===== src/rtl/elevator_pkg.sv =====
// Shared elevator key constants: channel FSM states,
// default debounce length and key index map.
package elevator_pkg;

  typedef enum logic [1:0] {
    IDLE        = 2'd0,
    PRESS_CNT   = 2'd1,
    PRESSED     = 2'd2,
    RELEASE_CNT = 2'd3
  } deb_state_t;

  localparam int DEBOUNCE_DEFAULT = 1000000;
  localparam int SYNC_DEFAULT     = 2;
  localparam int N_KEYS_DEFAULT   = 8;

  localparam int KEY_HALL_UP_0  = 0;
  localparam int KEY_HALL_UP_1  = 1;
  localparam int KEY_HALL_DN_1  = 2;
  localparam int KEY_HALL_DN_2  = 3;
  localparam int KEY_CAR_0      = 4;
  localparam int KEY_CAR_1      = 5;
  localparam int KEY_DOOR_OPEN  = 6;
  localparam int KEY_DOOR_CLOSE = 7;

endpackage


===== src/rtl/key_debounce_ch.sv =====
// One key channel: synchroniser, counter FSM, pulse/level regs.
// Ports: clk, rst, raw in; pulse, level, pulse_set (next pulse) out.
module key_debounce_ch
  import elevator_pkg::*;
#(
  parameter int DEBOUNCE_CYCLES = DEBOUNCE_DEFAULT,
  parameter int SYNC_STAGES     = SYNC_DEFAULT
) (
  input  logic clk,
  input  logic rst,
  input  logic raw,
  output logic pulse,
  output logic level,
  output logic pulse_set
);

  localparam int CW = $clog2(DEBOUNCE_CYCLES + 1);
  localparam logic [CW-1:0] LAST = CW'(DEBOUNCE_CYCLES - 1);
  localparam logic [CW-1:0] ONE  = CW'(1);

  logic [SYNC_STAGES-1:0] sync_q;
  logic                   s;
  deb_state_t             state, state_d;
  logic [CW-1:0]          cnt, cnt_d;
  logic                   level_d;
  logic                   done;

  always_ff @(posedge clk) begin
    if (rst) sync_q <= '0;
    else     sync_q <= {sync_q[SYNC_STAGES-2:0], raw};
  end

  assign s    = sync_q[SYNC_STAGES-1];
  assign done = (cnt == LAST);

  always_comb begin
    state_d   = state;
    cnt_d     = cnt;
    level_d   = level;
    pulse_set = 1'b0;
    unique case (state)
      IDLE: begin
        cnt_d = s ? ONE : '0;
        if (s) state_d = PRESS_CNT;
      end
      PRESS_CNT: begin
        if (!s) begin
          state_d = IDLE;
          cnt_d   = '0;
        end else if (done) begin
          state_d   = PRESSED;
          pulse_set = 1'b1;
          level_d   = 1'b1;
          cnt_d     = '0;
        end else begin
          cnt_d = cnt + ONE;
        end
      end
      PRESSED: begin
        if (!s) begin
          state_d = RELEASE_CNT;
          cnt_d   = ONE;
        end
      end
      RELEASE_CNT: begin
        if (s) begin
          state_d = PRESSED;
          cnt_d   = '0;
        end else if (done) begin
          state_d = IDLE;
          level_d = 1'b0;
          cnt_d   = '0;
        end else begin
          cnt_d = cnt + ONE;
        end
      end
      default: begin
        state_d = IDLE;
        cnt_d   = '0;
      end
    endcase
  end

  always_ff @(posedge clk) begin
    if (rst) begin
      state <= IDLE;
      cnt   <= '0;
      level <= 1'b0;
      pulse <= 1'b0;
    end else begin
      state <= state_d;
      cnt   <= cnt_d;
      level <= level_d;
      pulse <= pulse_set;
    end
  end

endmodule


===== src/rtl/key_debounce.sv =====
// Debounces N_KEYS raw buttons into press pulses and levels.
// Ports: clk, rst, key_raw in; key_pulse, key_level, any_pulse out.
module key_debounce
  import elevator_pkg::*;
#(
  parameter int N_KEYS          = N_KEYS_DEFAULT,
  parameter int DEBOUNCE_CYCLES = DEBOUNCE_DEFAULT,
  parameter int SYNC_STAGES     = SYNC_DEFAULT
) (
  input  logic              clk,
  input  logic              rst,
  input  logic [N_KEYS-1:0] key_raw,
  output logic [N_KEYS-1:0] key_pulse,
  output logic [N_KEYS-1:0] key_level,
  output logic              any_pulse
);

  logic [N_KEYS-1:0] pulse_set;

  for (genvar i = 0; i < N_KEYS; i++) begin : g_ch
    key_debounce_ch #(
      .DEBOUNCE_CYCLES(DEBOUNCE_CYCLES),
      .SYNC_STAGES    (SYNC_STAGES)
    ) u_ch (
      .clk      (clk),
      .rst      (rst),
      .raw      (key_raw[i]),
      .pulse    (key_pulse[i]),
      .level    (key_level[i]),
      .pulse_set(pulse_set[i])
    );
  end

  // Built from the next-pulse bits so it lands with key_pulse.
  always_ff @(posedge clk) begin
    if (rst) any_pulse <= 1'b0;
    else     any_pulse <= |pulse_set;
  end

endmodule


===== config.mk =====
export PLATFORM = sky130hd
export DESIGN_NAME = key_debounce
export DESIGN_NICKNAME = d
export VERILOG_FILES = /design/src/rtl/elevator_pkg.sv /design/src/rtl/key_debounce_ch.sv /design/src/rtl/key_debounce.sv
export SDC_FILE = /design/constraint.sdc
export NUM_CORES = 1
export LEC_CHECK = 0
export BUFFER_PORTS_ARGS = -buffer_cell sky130_fd_sc_hd__buf_2
export CAP_MARGIN = 40
export CORE_MARGIN = 5
export CORE_UTILIZATION = 35
export DETAILED_ROUTE_END_ITERATION = 8
export REMOVE_ABC_BUFFERS = 1
export SYNTH_ARGS = -nofsm -noshare
export SYNTH_HDL_FRONTEND = slang
export SYNTH_HIERARCHICAL = 1
export SYNTH_SLANG_ARGS = --single-unit

===== constraint.sdc =====
create_clock -name clk -period 2.2 [get_ports clk]
set_input_delay 0.22 -clock clk [delete_from_list [all_inputs] [get_ports clk]]
set_output_delay 0.22 -clock clk [all_outputs]
set_load 0.005 [all_outputs]

# == After elaboration in Yosys (flattened, before gate mapping) ==
# Index checks and enable logic that the tools add are counted.
# classes
add_sub_neg,8
n_eq_ne,96
muxes,168
reduce_logical,33
# op_table
op,n
20-bit 2-to-1 mux,32
20-bit case mux with 4 select lines,8
20-bit by 1-bit adder with 20-bit output (second input constant),8
20-bit equality test (second input constant),8
2-bit 2-to-1 mux,48
1-bit 2-to-1 mux,64
2-bit by 1-bit inequality test with 1-bit output (second input constant),32
2-bit case mux with 4 select lines,8
5-bit AND reduction,8
2-bit equality test (second input constant),16
2-bit inequality test (second input constant),16
4-bit AND reduction,8
3-bit by 1-bit inequality test with 1-bit output (second input constant),8
3-bit inequality test (second input constant),8
2-bit by 1-bit equality test with 1-bit output (second input constant),8
2-bit zero test,8
1-bit case mux with 2 select lines,8
2-bit nonzero test,8
8-bit OR reduction,1
# totals
regBits,209

# == Longest topological paths before layout ==
# logic_depth
depth_word,5
depth_mapped,8
depth_no_buf,8

# == Cells and area by module ==
# Netlist, hierarchy kept.
# by_module_without_submodules
module,instances,cells_each,area_per_inst_um2,seq_area_each_um2
key_debounce_ch at g_ch[0].u_ch ...,7,169,1342.5,520.5
key_debounce_ch at g_ch[7].u_ch,1,163,1372.6,520.5
key_debounce,1,4,37.5,20.0

# == Worst setup path after synthesis ==
# OpenSTA, ideal clock, no wires.
# synth_timing
path_type,flip-flop to flip-flop
start,register g_ch[0].u_ch.cnt[10]
end,register g_ch[0].u_ch.cnt[17]
arrival_ps,1811
path_slack_ps,267
path_stages_with_launch,6
path_buffers,0
cell_sequence,dfxtp_1 or4b_4 nor4_4 a31oi_2 and4_4 a311o_1
# synth_via
elab_chain_cells,4
word_cells_on_any_way,6
cone_classes,1 x add/sub; 1 x eq/ne; 4 x mux
# synth_lines
item,line,source
"start, declared",key_debounce_ch.sv:24,"logic [CW-1:0] cnt, cnt_d;"
"start signal, assigned",key_debounce_ch.sv:92,cnt <= cnt_d;
20-bit by 1-bit adder with 20-bit output / 20-bit equality test (equally long branches),"key_debounce_ch.sv:56, key_debounce_ch.sv:74, key_debounce_ch.sv:34",
20-bit 2-to-1 mux *,"key_debounce_ch.sv:50, key_debounce_ch.sv:69",
"20-bit 2-to-1 mux, on equally long branches","key_debounce_ch.sv:66, key_debounce_ch.sv:47",
20-bit case mux with 4 select lines *,key_debounce_ch.sv:41,unique case (state)
# Every way passes the cells marked *; elsewhere a longest branch is shown, timed or not.
# A chain may end at the register's enable or synchronous reset.

# == Final worst setup path ==
# layout_timing
start,register g_ch[5].u_ch.cnt[10]
end,register g_ch[5].u_ch.cnt[17]
# layout_via
elab_chain_cells,4
word_cells_on_any_way,6
cone_classes,1 x add/sub; 1 x eq/ne; 4 x mux
# layout_lines
item,line
"start, declared",key_debounce_ch.sv:24
"start signal, assigned",key_debounce_ch.sv:92
20-bit by 1-bit adder with 20-bit output / 20-bit equality test (equally long branches),"key_debounce_ch.sv:56, key_debounce_ch.sv:74, key_debounce_ch.sv:34"
20-bit 2-to-1 mux *,"key_debounce_ch.sv:50, key_debounce_ch.sv:69"
"20-bit 2-to-1 mux, on equally long branches","key_debounce_ch.sv:66, key_debounce_ch.sv:47"
20-bit case mux with 4 select lines *,key_debounce_ch.sv:41
# Marks and branches as above.

==> metrics.cfg <==
[status]
status = complete, no violations

[global_routing]
antenna_found_initial = 0
grt_max_degree = 45
grt_pass1_wl_um = 47100
grt_pass1_vias = 9766
overflow = 0
grt_usage_pct = 15.8

[power_and_ir_drop]
p_leak_nw = 4.56
p_sw_w = 0.00172
swShare_pct = 20.9
combinationalPowerShare_pct = 2.4
power_density_mw_per_mm2 = 635
power_w = 0.00823
seq_power_share_pct = 46.7
peakVddDrop_mv = 0.474
p_int_w = 0.00651
clockPowerShare_pct = 50.9

[floorplan]
start_util_pct = 35.4
die_y_um = 186
num_rows = 64
ios = 27
fp.dieW_um = 186
design.core.area_mm2 = 0.0305
die-area_mm2 = 0.0345

[hold_path]
holdCritPathClass = input pin to flip-flop
whs_path_depth = 2
holdCritStartpoint = rst

[critical_path]
path_cells = or4b_4 > nor4_4 > a31oi_2 > and4_4 > a311o_1
end_kind = flip-flop
rr_startpoint = g_ch[5].u_ch/cnt[10]
crit_family = simple AND/OR/NAND/NOR gates
required_ns = 2.59
critPathKind = flip-flop to flip-flop
critical_path_buf_inv_count = 0
r2r-end = g_ch[5].u_ch/cnt[17]
ff2ff_path_depth = 5
path_max_fanout = 8
start_kind = flip-flop
critPathSlowestCell = or4b_4
max_stage_delay_ns = 0.56
cp.arrival_ns = 2.51
regToRegSetupSlack_ns = 0.08

[clock_tree]
cts_inserted_buffers = 25
cts_sinks = 209
clockBufferDepth = 3
clock_insertion_delay_worst_skew_ns = 0.51
path_clk_slew_ns = 0.05
cts_tree = built
htreeDepth = 1
cts_root_buffer = clkbuf_16

[finish]
n_fill_cell = 3073
drive_above_1_share_pct = 15.0
finalNetCount = 1464
fin_util_pct = 42.5
multi_input_area_mm2 = 0.00625
num_antenna_cells = 0
regArea_mm2 = 0.00418
area_growth_pct = 19.9
stdcell_area_mm2 = 0.0130
instances_no_fill = 1859

[timing]
max-slew-margin-rel_pct = 59.6
tightest_slew_ns = 0.598
setup_viol = 0
rsz0062_at_grt = yes
setup_tns_ns = 0
fin_crit_ns = 2.12
finClkSkew_ns = 0.00714
max_freq_mhz = 472
final_max_slew_viol_count = 0
layout_worst_path_cycle_share_pct = 96.4
hold_viol_final = 0

[routing]
routedWlPerCell_um = 14.7
via_per_inst = 5.53
num_vias = 10300
dr.pass1.iters = 6
ant_nets = 0
finalWirelength_um = 27300
drcViolationCount = 0
drt_iter0_drc = 747

[placed_design]
hpwl_um = 19000
dpl-instance-area_mm2 = 0.0120
portBuffers = 26
gp_congestion = 0.862
placed_cells = 1807

[yosys]
ys_ff_latch = 209
synthCells = 1350
async_flop_share_pct = 0
ys_types = 52
synth_warnings = 6
synth-edff-count = 0
synthFlopType = dfxtp_1
yosysSeqAreaShare_pct = 38.7
synth_area_mm2 = 0.0108
avgSynthCellArea_um2 = 8.01

[job]
max-cap-violations = 0

==> kinds of logic (layout without fill, tap and decap cells) <==
group | Yosys count | after routing | synth area share (%)
AOI/OAI and AO/OA | 233 | 233 | 13.5
xor gates and xnor gates | 59 | 59 | 4.78
adders and majority gates | 8 | 8 | 0.926
buffers and inverters | 112 | 225 | 3.98
DFF | 209 | 209 | 38.7
muxes | 9 | 9 | 0.834
and+or+nand+nor | 720 | 720 | 37.2
==> worst register-to-register path: stages (launching register included) <==
cell and delay [ns]:
dfxtp_1 0.35, or4b_4 0.56, nor4_4 0.30, a31oi_2 0.24, and4_4 0.25, a311o_1 0.31
==> power groups by stage <==
stage,Combinational (W),Clock [W],Sequential [W]
3_5_place_dp,0.000191,0,0.00392
3_3_place_gp,0.000188,0,0.00392
6_report,0.000202,0.00419,0.00384
4_1_cts,0.000203,0.00433,0.00384
2_1_floorplan,0.0000709,0,0.00392
5_1_grt,0.000226,0.00452,0.00384
==> per-stage QoR <==
stage          hold WS (ns)  worst slack, ns
4_1_cts              0.0323          0.00417
5_1_grt              0.0461          -0.0336
3_5_place_dp          0.420           0.0460
2_1_floorplan         0.289            0.108
3_3_place_gp          0.418            0.114
6_report             0.0599           0.0802
==> how the worst max path moves through the flow <==
stage / from / end / slack (ns) / cells past startpoint
after detailed placement: g_ch[7].u_ch/cnt[1] / g_ch[7].u_ch/cnt[19] / 0.05 / 7
after global routing: g_ch[2].u_ch/cnt[10] / g_ch[2].u_ch/cnt[17] / -0.03 / 5
after CTS: g_ch[7].u_ch/cnt[1] / g_ch[7].u_ch/cnt[19] / 0.004 / 7
after global placement: g_ch[7].u_ch/cnt[1] / g_ch[7].u_ch/cnt[19] / 0.11 / 7
final: g_ch[5].u_ch/cnt[10] / g_ch[5].u_ch/cnt[17] / 0.08 / 5
after floorplan: g_ch[7].u_ch/cnt[0] / g_ch[7].u_ch/cnt[19] / 0.11 / 6
==> cells in the mapped netlist, drive strengths merged, types with 22 or more instances <==
library cell / n / share of area (%)
a21oi: 71 / 3.3
a31oi: 22 / 1.7
and3: 33 / 1.9
and4: 31 / 2.7
clkbuf: 60 / 2.1
dfxtp: 209 / 39
inv: 37 / 1.3
nand2: 158 / 5.5
nand3: 105 / 5.0
nand4: 55 / 3.2
nor2: 129 / 4.5
nor3: 58 / 2.7
nor3b: 36 / 2.5
nor4: 39 / 3.5
o21ai: 67 / 3.1
xor2: 58 / 4.7
==> state kept, by name, summed over array words and instances, names as in the netlist, named ones only <==
name / count
any_pulse: 1
g_ch.u_ch/cnt: 160
g_ch.u_ch/level: 8
g_ch.u_ch/pulse: 8
g_ch.u_ch/state: 8
g_ch.u_ch/sync_q: 16
==> timing repair <==
action | 4_1_cts | 5_1_grt
buffers inserted | 0 | 0
hold buffers | 8 | 0
hold endpoints to repair | 8 | 0
resized for setup | 0 | 9
endpoints found under the setup margin | 0 | 17
==> layer usage <==
| metal | up-vias | global-route usage [%] | routed length, um |
|---|---|---|---|
| li1 | 5153 | - | - |
| met1 | 4895 | 21.7 | 13100 |
| met2 | 203 | 26.6 | 12700 |
| met3 | 37 | 2.05 | 1010 |
| met4 | 0 | 3.61 | 493 |
| met5 | - | 0 | 0 |
==> cell type report <==
class | count | area share [%]
clock buffer | 37 | 5.64
clock inverter | 7 | 0.869
inverter | 37 | 1.07
multi-input combinational | 1029 | 48.2
tap | 396 | 3.82
sequential | 209 | 32.3
timing repair buffer | 144 | 8.14
==> layout by cell type (no fill, tap or decap), types with 8 or more instances in the layout <==
cell type      netlist  layout
mux2i_1              9       9
buf_4                0     109
dfxtp_1            209     209
or4_1               14      14
ha_1                 8       8
dlygate4sd3_1        0       8
nor4_1              30      25
inv_1               37      37
nor4_4               9       9
o31ai_1             14      14
nand2_1            157     157
clkbuf_16            0      25
nand3_1            103     103
nor3_1              58      58
nor3b_1             35      35
and4_1              24      24
a21oi_1             71      71
nor2_1             129     127
and3_1              33      33
and3b_1              8       8
buf_2                8      25
a211oi_1             9       9
nor4b_1             14      14
o21ai_0             60      60
xor2_1              58      58
o211ai_1            15      15
nor2b_1             17      17
a31oi_1             15      15
a22oi_1              8       8
nand4_1             55      55
nand3b_1             9       9
Note: power is estimated with default switching activity, not from simulation.
